--- config.mk ---
export PLATFORM = sky130hd
export DESIGN_NAME = pipeline_hazard_ctrl
export DESIGN_NICKNAME = d
export VERILOG_FILES = /design/src/rtl/pipeline_hazard_ctrl.sv
export SDC_FILE = /design/constraint.sdc
export NUM_CORES = 1
export LEC_CHECK = 0
export CORE_MARGIN = 2
export CORE_UTILIZATION = 30
export CTS_BUF_LIST = sky130_fd_sc_hd__clkbuf_4 sky130_fd_sc_hd__clkbuf_8
export CTS_CLUSTER_SIZE = 40
export DETAILED_ROUTE_END_ITERATION = 8
export PLACE_DENSITY = 0.65
export SLEW_MARGIN = 25
export SYNTH_ARGS = -nofsm -noshare
export SYNTH_HDL_FRONTEND = slang
export SYNTH_SLANG_ARGS = --single-unit
--- constraint.sdc ---
create_clock -name clk -period 5.25 [get_ports clk]
set_input_delay 0.7875 -clock clk [delete_from_list [all_inputs] [get_ports clk]]
set_output_delay 0.7875 -clock clk [all_outputs]
set_load 0.01 [all_outputs]
--- src/rtl/pipeline_hazard_ctrl.sv ---
// Stall/flush sequencer for the 5-stage RV32I pipeline: load-use, redirect and dmem-wait control.
// Define FORWARDING_EN when the EX/MEM/WB bypass network exists; otherwise every in-flight writer stalls ID.
module pipeline_hazard_ctrl #(
   parameter int CNT_W        = 32,
   parameter int MAX_MEM_WAIT = 255
) (
   input  logic             clk,
   input  logic             rst,
   input  logic [4:0]       id_rs1,
   input  logic [4:0]       id_rs2,
   input  logic             id_rs1_used,
   input  logic             id_rs2_used,
   input  logic             id_valid,
   input  logic [4:0]       ex_rd,
   input  logic             ex_reg_we,
   input  logic             ex_is_load,
   input  logic [4:0]       mem_rd,
   input  logic             mem_reg_we,
   input  logic [4:0]       wb_rd,
   input  logic             wb_reg_we,
   input  logic             ex_redirect,
   input  logic             dmem_req,
   input  logic             dmem_ready,
   output logic             pc_en,
   output logic             ifid_en,
   output logic             idex_en,
   output logic             exmem_en,
   output logic             memwb_en,
   output logic             ifid_flush,
   output logic             idex_flush,
   output logic [CNT_W-1:0] stall_cycles,
   output logic             mem_timeout
);

   localparam int WW = $clog2(MAX_MEM_WAIT + 1);

   typedef enum logic {RUN, MEM_WAIT} state_t;

   state_t        state;
   logic [WW-1:0] wait_cnt;
   logic          rs1_hit, rs2_hit, hazard, freeze;

`ifdef FORWARDING_EN
   // Only a load in EX cannot be bypassed to ID's consumer.
   assign rs1_hit = ex_reg_we & ex_is_load & (ex_rd == id_rs1);
   assign rs2_hit = ex_reg_we & ex_is_load & (ex_rd == id_rs2);
   logic unused_fwd;
   assign unused_fwd = ^{mem_rd, mem_reg_we, wb_rd, wb_reg_we};
`else
   assign rs1_hit = (ex_reg_we  & (ex_rd  == id_rs1))
                  | (mem_reg_we & (mem_rd == id_rs1))
                  | (wb_reg_we  & (wb_rd  == id_rs1));
   assign rs2_hit = (ex_reg_we  & (ex_rd  == id_rs2))
                  | (mem_reg_we & (mem_rd == id_rs2))
                  | (wb_reg_we  & (wb_rd  == id_rs2));
   logic unused_fwd;
   assign unused_fwd = ex_is_load;
`endif

   assign hazard = id_valid & ((id_rs1_used & rs1_hit & (id_rs1 != 5'd0))
                             | (id_rs2_used & rs2_hit & (id_rs2 != 5'd0)));

   // The ready cycle out of MEM_WAIT is treated as plain RUN so held work proceeds.
   assign freeze = (state == RUN) ? (dmem_req & ~dmem_ready) : ~dmem_ready;

   always_comb begin
      pc_en      = 1'b1;
      ifid_en    = 1'b1;
      idex_en    = 1'b1;
      exmem_en   = 1'b1;
      memwb_en   = 1'b1;
      ifid_flush = 1'b0;
      idex_flush = 1'b0;
      if (rst) begin
         {pc_en, ifid_en, idex_en, exmem_en, memwb_en} = 5'b00000;
         ifid_flush = 1'b1;
         idex_flush = 1'b1;
      end else if (freeze) begin
         {pc_en, ifid_en, idex_en, exmem_en, memwb_en} = 5'b00000;
      end else if (ex_redirect) begin
         ifid_flush = 1'b1;
         idex_flush = 1'b1;
      end else if (hazard) begin
         pc_en      = 1'b0;
         ifid_en    = 1'b0;
         idex_flush = 1'b1;
      end
   end

   always_ff @(posedge clk) begin
      if (rst) begin
         state        <= RUN;
         wait_cnt     <= '0;
         stall_cycles <= '0;
         mem_timeout  <= 1'b0;
      end else begin
         if (!pc_en && stall_cycles != {CNT_W{1'b1}})
            stall_cycles <= stall_cycles + 1'b1;
         if (freeze) begin
            state <= MEM_WAIT;
            if (wait_cnt != WW'(MAX_MEM_WAIT))
               wait_cnt <= wait_cnt + 1'b1;
            if (wait_cnt >= WW'(MAX_MEM_WAIT - 1))
               mem_timeout <= 1'b1;
         end else if (state == MEM_WAIT) begin
            state    <= RUN;
            wait_cnt <= '0;
         end
      end
   end

endmodule

Yosys cells after proc, flatten, opt, wreduce, memory -nomap -nowiden:

Cells that the tools add are included.

* bits in registers: 42
* latch bits: 0
* memory bits (writable): 0
* ROM bits: 0
* input bits: 37
* output and inout port bits: 40
* logic and storage cells: 59
* memories: 0

* add/subtract/negate cells: 2
* $mul: 0
* divide/modulo/power cells: 0
* magnitude comparators: 1
* eq/ne operators: 9
* shifts and indexed selects: 0
* multiplexer cells: 18
* bitwise gates (word level): 18
* reductions and logical operators: 7

Operator list (number)
* adder 32 x 1 -> 32 bit (second input constant): 1
* inequality test 32 bit (second input constant): 1
* == test 5 bit: 6
* two-way mux 8 bit: 3
* two-way mux 1 bit: 15
* AND 1 bit: 12
* nonzero test 5 bit: 2
* adder 8 x 1 -> 8 bit (second input constant): 1
* >= comparator 8 bit (second input constant): 1
* inequality test 8 bit (second input constant): 1
* OR 1 bit: 5
* AND reduction 2 bit: 2
* inequality test 2 x 1 -> 1 bit (second input constant): 1
* nonzero test 2 bit: 1
* logical AND 1 bit: 1
* logical NOT 1 bit: 1
* NOT 1 bit: 1

Depth between registers and ports, before layout:

Gate-level depths: netlist of the first run.

* word-level depth: 14
* gate-level depth with buffers: 10
* gate-level depth less buffers: 7

Least setup slack after synthesis of the first run:

OpenSTA, ideal clock, no wires.

* path kind: input -> output
* from: input port id_rs1[1]
* to: output port pc_en
* arrival time: 2.251 ns
* data required time: 4.463 ns
* setup slack: 2.212 ns
* stages: 9
* buffers on the path: 4
* cell sequence: or4_1 > o21ai_1 > nor2_1 > o31ai_1 > and3_4 > buf_6 > buf_6 > buf_6 > buf_4

* cells in the longest elaborated chain, start to end: 12
* elaborated cells between the ends (all ways): 17
* classes of those cells: eq/ne: 3; mux: 4; bitwise: 9; reduce/logical: 1

Ends and longest elaborated chain
* start, declared: RTL line 9 `input logic [4:0] id_rs1,`
* == test 5 bit, on equally long branches: RTL line 50, 51
* AND 1 bit, on equally long branches: RTL line 50, 51
* OR 1 bit: RTL line 51 `| (mem_reg_we & (mem_rd == id_rs1))`
* OR 1 bit: RTL line 52 `| (wb_reg_we & (wb_rd == id_rs1));`
* AND 1 bit: RTL line 60 `assign hazard = id_valid & ((id_rs1_used & rs1_hit & (id_rs1 != 5'd0))`
* AND 1 bit *: RTL line 60
* OR 1 bit *: RTL line 61 `| (id_rs2_used & rs2_hit & (id_rs2 != 5'd0)));`
* AND 1 bit *: RTL line 60
* two-way mux 1 bit * (4 in series)
* end, declared: RTL line 24 `output logic pc_en,`

Every way passes the cells marked *; elsewhere a longest branch is shown, timed or not.

Worst setup path after layout of the first run:

* from: input port id_rs2[1]
* to: output port ifid_en

* cells in the longest elaborated chain, start to end: 12
* elaborated cells between the ends (all ways): 17
* classes of those cells: eq/ne: 3; mux: 4; bitwise: 9; reduce/logical: 1

Ends and longest elaborated chain
* start, declared: RTL line 10 `input logic [4:0] id_rs2,`
* == test 5 bit, on equally long branches: RTL line 53, 54
* AND 1 bit, on equally long branches: RTL line 53, 54
* OR 1 bit: RTL line 54 `| (mem_reg_we & (mem_rd == id_rs2))`
* OR 1 bit: RTL line 55 `| (wb_reg_we & (wb_rd == id_rs2));`
* AND 1 bit: RTL line 61
* AND 1 bit *: RTL line 61
* OR 1 bit *: RTL line 61
* AND 1 bit *: RTL line 60
* two-way mux 1 bit *: RTL line 83 `end else if (hazard) begin`
* two-way mux 1 bit *: RTL line 80 `end else if (ex_redirect) begin`
* two-way mux 1 bit *: RTL line 78 `end else if (freeze) begin`
* two-way mux 1 bit *: RTL line 74 `if (rst) begin`
* end, declared: RTL line 25 `output logic ifid_en,`

Marks and branches as above.

==> results of run 1 <==
## cell families (layout without fill, tap and decap cells)
kind of cell,count (synthesis),after routing
AO/OA/AOI/OAI,69,69
XOR/XNOR,33,33
AND/OR/NAND/NOR,159,159
flip-flops,42,42
multiplexers,8,8
adder cells (fa/ha/maj),3,3
buffers and inverters,20,84
## placed cells by master (no fill, tap or decap), drive strengths merged, types with 13 or more instances in the layout
| master | synthesis | routed |
|---|---|---|
| or3 | 17 | 17 |
| and3 | 16 | 16 |
| a21oi | 31 | 31 |
| nor2 | 34 | 34 |
| dfxtp | 42 | 42 |
| nand2 | 20 | 20 |
| o21ai | 18 | 18 |
| nand4 | 13 | 13 |
| clkdlybuf4s50 | 0 | 74 |
| xor2 | 26 | 26 |
## Yosys cell counts (all sizes together), types with 3 or more instances
library cell   n
o21ai         18
nand2         20
and4           4
xnor2          7
and3          16
nor3           8
buf           10
mux2           8
o31ai          9
clkbuf         9
ha             3
or3           17
dfxtp         42
or4            9
nor4           8
a21oi         31
nor2b          9
nand4         13
xor2          26
nand3         12
nor2          34
## power by group
group          internal [mW]  switching [mW]  leakage (nW)
registers              0.321         0.00370         0.339
clock network          0.152           0.109        0.0573
logic                 0.0531          0.0507         0.805
total                  0.527           0.163          1.20
## metrics by stage
stage,worst slack [ps],total power [mW]
after CTS,1040,0.700
after detailed placement,1040,0.437
after floorplan,2210,0.387
final,1040,0.690
after global placement,1070,0.435
after global routing,924,0.726
## state kept, by name, summed over array words and instances, names as in the netlist
register and count:
wait_cnt 8, state 1, stall_cycles 32, mem_timeout 1
## critical path, cell delays in order
cell	delay [ps]
clkdlybuf4s50_1	510
or4_1	570
o21ai_1	200
nor2_1	70
o31ai_1	70
and3_4	560
clkdlybuf4s50_1	630
## worst min path at each step
stage,startpoint,to,slack (ps),cells past startpoint
2_1_floorplan,wait_cnt[7],wait_cnt[7],440,1
3_3_place_gp,wait_cnt[7],wait_cnt[7],460,1
5_1_grt,mem_timeout,mem_timeout,520,2
4_1_cts,wait_cnt[7],wait_cnt[7],480,1
6_report,wait_cnt[7],wait_cnt[7],490,1
3_5_place_dp,wait_cnt[7],wait_cnt[7],460,1
## routing by layer
layer  track usage (%)  part of all wire [%]
met4              2.85                  0.34
met3              4.33                   5.9
met5                 0                     0
met1              17.1                    46
met2              23.3                    48
## layout make-up
cell class / count / share of cell area (%)
Multi-Input combinational cell: 272 / 48.1
Sequential cell: 42 / 23.7
Timing Repair Buffer: 76 / 21.2
Tap cell: 108 / 3.80
Clock buffer: 6 / 2.32
Clock inverter: 1 / 0.845
Inverter: 1 / 0.106
==> reports/results.ini, run 1 <==
[run_status]
status = finished, final reports clean

[yosys]
synth-simple-area-share_pct = 33.3
synth_edf_count = 0
synth_area_per_cell_um2 = 8.01
synth-xor-area-share_pct = 10.8
synth_compound_area_share_pct = 14.8
synth-async-reset-ratio_pct = 0
yosysTopAreaCell = dfxtp_1
synth-adder-area-share_pct = 1.40
netlist.area_leader.share_pct = 31.4
synth.top_cells.by_area = dfxtp_1 (31%), xor2_1 (8.5%), a21oi_1 (5.8%)
synth_top_family_by_area = simple AND/OR/NAND/NOR gates
ys.flop_type = dfxtp_1
synth_nets = 374
ys_warn_count = 0
synth-seq-area-share_pct = 31.4
synth_mux_area_share_pct = 3.51
ys_seq_elements = 42
syn_inst = 334
syn_area_mm2 = 0.00268
synth_cell_type_count = 44

[floorplanning]
die_w_um = 98.4
die_h_um = 98.4
coreArea_mm2 = 0.00868
pin_count = 77
die_area_mm2 = 0.00969
start_util_pct = 30.8
rows = 34

[finish]
diodes = 0
post-route-util_pct = 40.9
final_nets = 438
drive_above_1_share_pct = 6.53
area_growth_pct = 32.8
seqCellArea_um2 = 841
fillCellCount = 892
multi_input_area_mm2 = 0.00171
instances_no_fill = 506
fin_area_mm2 = 0.00355

[placement]
port_buffers = 75
gp_congestion = 0.787
dp.cells = 499
place_area_mm2 = 0.00344
place_hpwl_mm = 4.88

[detailed_routing]
drt-wirelength-per-cell_um = 13.2
vias = 2637
first_iter_violations = 99
avgViaCountPerCell = 5.21
final_antenna_net_count = 0
drt_pass1_iterations = 6
drc = 0
routed_wl_mm = 6.68

[clock_tree]
h-tree-depth = 2
cts_max_path_buffers = 2
clock-sinks = 42
hold_buffers = 0
ctsResizeCount = 0
clkTransAtPathRegs_ps = 80
clkLatencyLatePin_ps = 290
postCtsSetupRepairBufs = 0
cts_root_buffer = clkbuf_8
cts_tree = yes
cts_buffers = 5

[grt]
grt_usage_pct = 13.7
antenna_found_initial = 0
first_global_vias = 2377
overflow = 0
grt_pass1_wl_mm = 11.0
grt_start_max_net_pins = 59

[worst_setup_path]
rrSetupSlack_ps = 2770
reg2reg_from = stall_cycles[0]
crit_end = ifid_en
crit_fanout = 58
required_ps = 4460
endpoint_kind = output port
cp.arrival_ps = 3420
startpoint = id_rs2[1]
cp-start-kind = primary input
regToRegEndpoint = stall_cycles[10]
crit_type = primary input to output port
ff2ff_path_depth = 7

[power_and_ir_drop]
power_density_mw_per_mm2 = 194
p_leak_nw = 1.20
peakVddDrop_uv = 99.9

[timing]
period_share_pct = 80.1
period_minus_slack_ps = 4210
max_freq_ghz = 0.238
slew_headroom_pct = 57.4
fin_skew_ps = 8.26
worstMarginPinSlew_ps = 636
final-hold-violation-count = 0
rsz0062_at_grt = false
drv_slew = 0
hold_ws_ps = 487
fin_tns_setup_ps = 0
finalSetupViolCount = 0

[flow_run]
drv_cap = 0

[worst_hold_path]
hold_path_class = flip-flop to flip-flop

No activity file was read; power rests on OpenSTA's default activity.
==> run 2, diff against run 1 <==
==> constraint.sdc (replaced) <==
create_clock -name clk -period 3.9 [get_ports clk]
set_input_delay 0.585 -clock clk [delete_from_list [all_inputs] [get_ports clk]]
set_output_delay 0.585 -clock clk [all_outputs]
set_load 0.01 [all_outputs]
==> run 2 against run 1 <==
Net effect:
- sequential cell count is the same
- clock power rose by 35%
- core utilization up 0.17 points
- highest routed layer unchanged
==> reports/results.ini, run 2 (synthesis results as in run 1) <==
[grt]
use_met2_pct = 23.9
met3_usage_pct = 3.90
overflow = 0
grt_start_max_net_pins = 52
global_route.usage.met1_pct = 19.1
antenna_found_initial = 0
grt.busiest_layer = met2
grt_pass1_wl_mm = 11.8
grt_usage_pct = 14.6
first_global_vias = 2550

[finish]
area_growth_pct = 33.4
top_regs = stall_cycles: 32 flops, wait_cnt: 8 flops
mostFrequentLayoutCells = clkdlybuf4s50_1 (74), dfxtp_1 (42), nor2_1 (34)
top_register = stall_cycles
final_common_cell = clkdlybuf4s50_1
drive_above_1_share_pct = 7.00
instances_no_fill = 508
largest_reg_flops = 32
seqCellArea_um2 = 841
fin_area_mm2 = 0.00357
post-route-util_pct = 41.1
final_nets = 440
multi_input_area_mm2 = 0.00171
fillCellCount = 891
diodes = 0

[power_and_ir_drop]
power_density_mw_per_mm2 = 261
p_total_mw = 0.931
peakVddDrop_uv = 124
pwr-share-comb_pct = 15.2
power.internal_mw = 0.711
clkPwrFrac_pct = 37.8
p_switching_mw = 0.220
p_seq_share_pct = 47.0
p_sw_share_pct = 23.7
p_leak_nw = 1.21

[timing]
finalSetupViolCount = 0
period_minus_slack_ps = 3440
fin_skew_ps = 12.2
slew_headroom_pct = 54.6
worst_slack_ps = 458
max_freq_ghz = 0.290
fin_tns_setup_ps = 0
period_share_pct = 88.3
final-hold-violation-count = 0
hold_ws_ps = 482
rsz0062_at_grt = false
worstMarginPinSlew_ps = 678
drv_slew = 0

[clock_tree]
ctsResizeCount = 0
cts_tree = yes
hold_buffers = 0
clock-sinks = 42
clkLatencyLatePin_ps = 290
cts_root_buffer = clkbuf_8
postCtsSetupRepairBufs = 0
clkTransAtPathRegs_ps = 70
cts_max_path_buffers = 2
cts_buffers = 5
h-tree-depth = 2

[detailed_routing]
final_antenna_net_count = 0
drt-wirelength-per-cell_um = 13.5
drt_pass1_iterations = 4
drc = 0
vias = 2677
first_iter_violations = 121
avgViaCountPerCell = 5.27
routed_wl_mm = 6.88

[floorplanning]
rows = 34
pin_count = 77
coreArea_mm2 = 0.00868
start_util_pct = 30.8
die_h_um = 98.4
die_area_mm2 = 0.00969
die_w_um = 98.4

[worst_setup_path]
crit_fanout = 4
cp-start-kind = primary input
regToRegEndpoint = stall_cycles[10]
reg2reg_from = stall_cycles[6]
crit_type = primary input to output port
required_ps = 3310
ff2ff_path_depth = 7
endpoint_kind = output port
rrSetupSlack_ps = 1400
cp.arrival_ps = 2860

[placement]
gp_congestion = 0.793
dp.cells = 501
pre_cts_slack_ps = 410
place_hpwl_mm = 5.10
port_buffers = 75
place_area_mm2 = 0.00346

[worst_hold_path]
hold_depth = 1
min_to = wait_cnt[7]
hp-start = wait_cnt[7]
hold_path_class = flip-flop to flip-flop

[run_status]
status = finished, final reports clean

[flow_run]
drv_cap = 0

[run 2: cell types whose count changed in the layout (fill, tap and decap cells not counted), sizes merged]
cell	previous run	this run
buf	2	4
[run 2: routing by layer]
layer | vias to the layer above | wire length, um
met5 | - | 0
met4 | 0 | 65
met3 | 4 | 441
met2 | 84 | 3240
met1 | 1241 | 3140
li1 | 1348 | -
[run 2: area by class of cell]
class / instances / share of cell area [%]
multi-input cells: 272 / 47.9
clock inverters: 1 / 0.842
repair buffers: 78 / 21.5
flip-flops and latches: 42 / 23.6
well taps: 108 / 3.79
clock buffers: 6 / 2.31
inverters: 1 / 0.105
[run 2: how the worst max path moves through the flow]
stage                 end  startpoint  slack [ps]  cells after the start
5_1_grt        idex_flush   id_rs1[1]         250                      9
3_5_place_dp   idex_flush   id_rs1[1]         410                      9
2_1_floorplan       pc_en   id_rs1[1]        1270                      9
4_1_cts        idex_flush   id_rs1[1]         400                      9
6_report       idex_flush   id_rs1[1]         460                      9
3_3_place_gp   idex_flush   id_rs1[1]         450                      9
[run 2: critical path, cell delays in order]
cell and delay (ps):
clkdlybuf4s50_1 510, xor2_1 200, nor4_1 330, and3_1 230, nor3_1 60, o22ai_1 170, a21oi_1 90, o21bai_1 120
clkdlybuf4s50_1 560
[run 2: power by group through the flow]
stage          registers [mW]  logic [mW]  clock network [mW]
6_report                0.438       0.141               0.352
3_3_place_gp            0.447       0.140                   0
3_5_place_dp            0.448       0.143                   0
5_1_grt                 0.439       0.156               0.383
2_1_floorplan           0.448      0.0729                   0
4_1_cts                 0.438       0.143               0.364
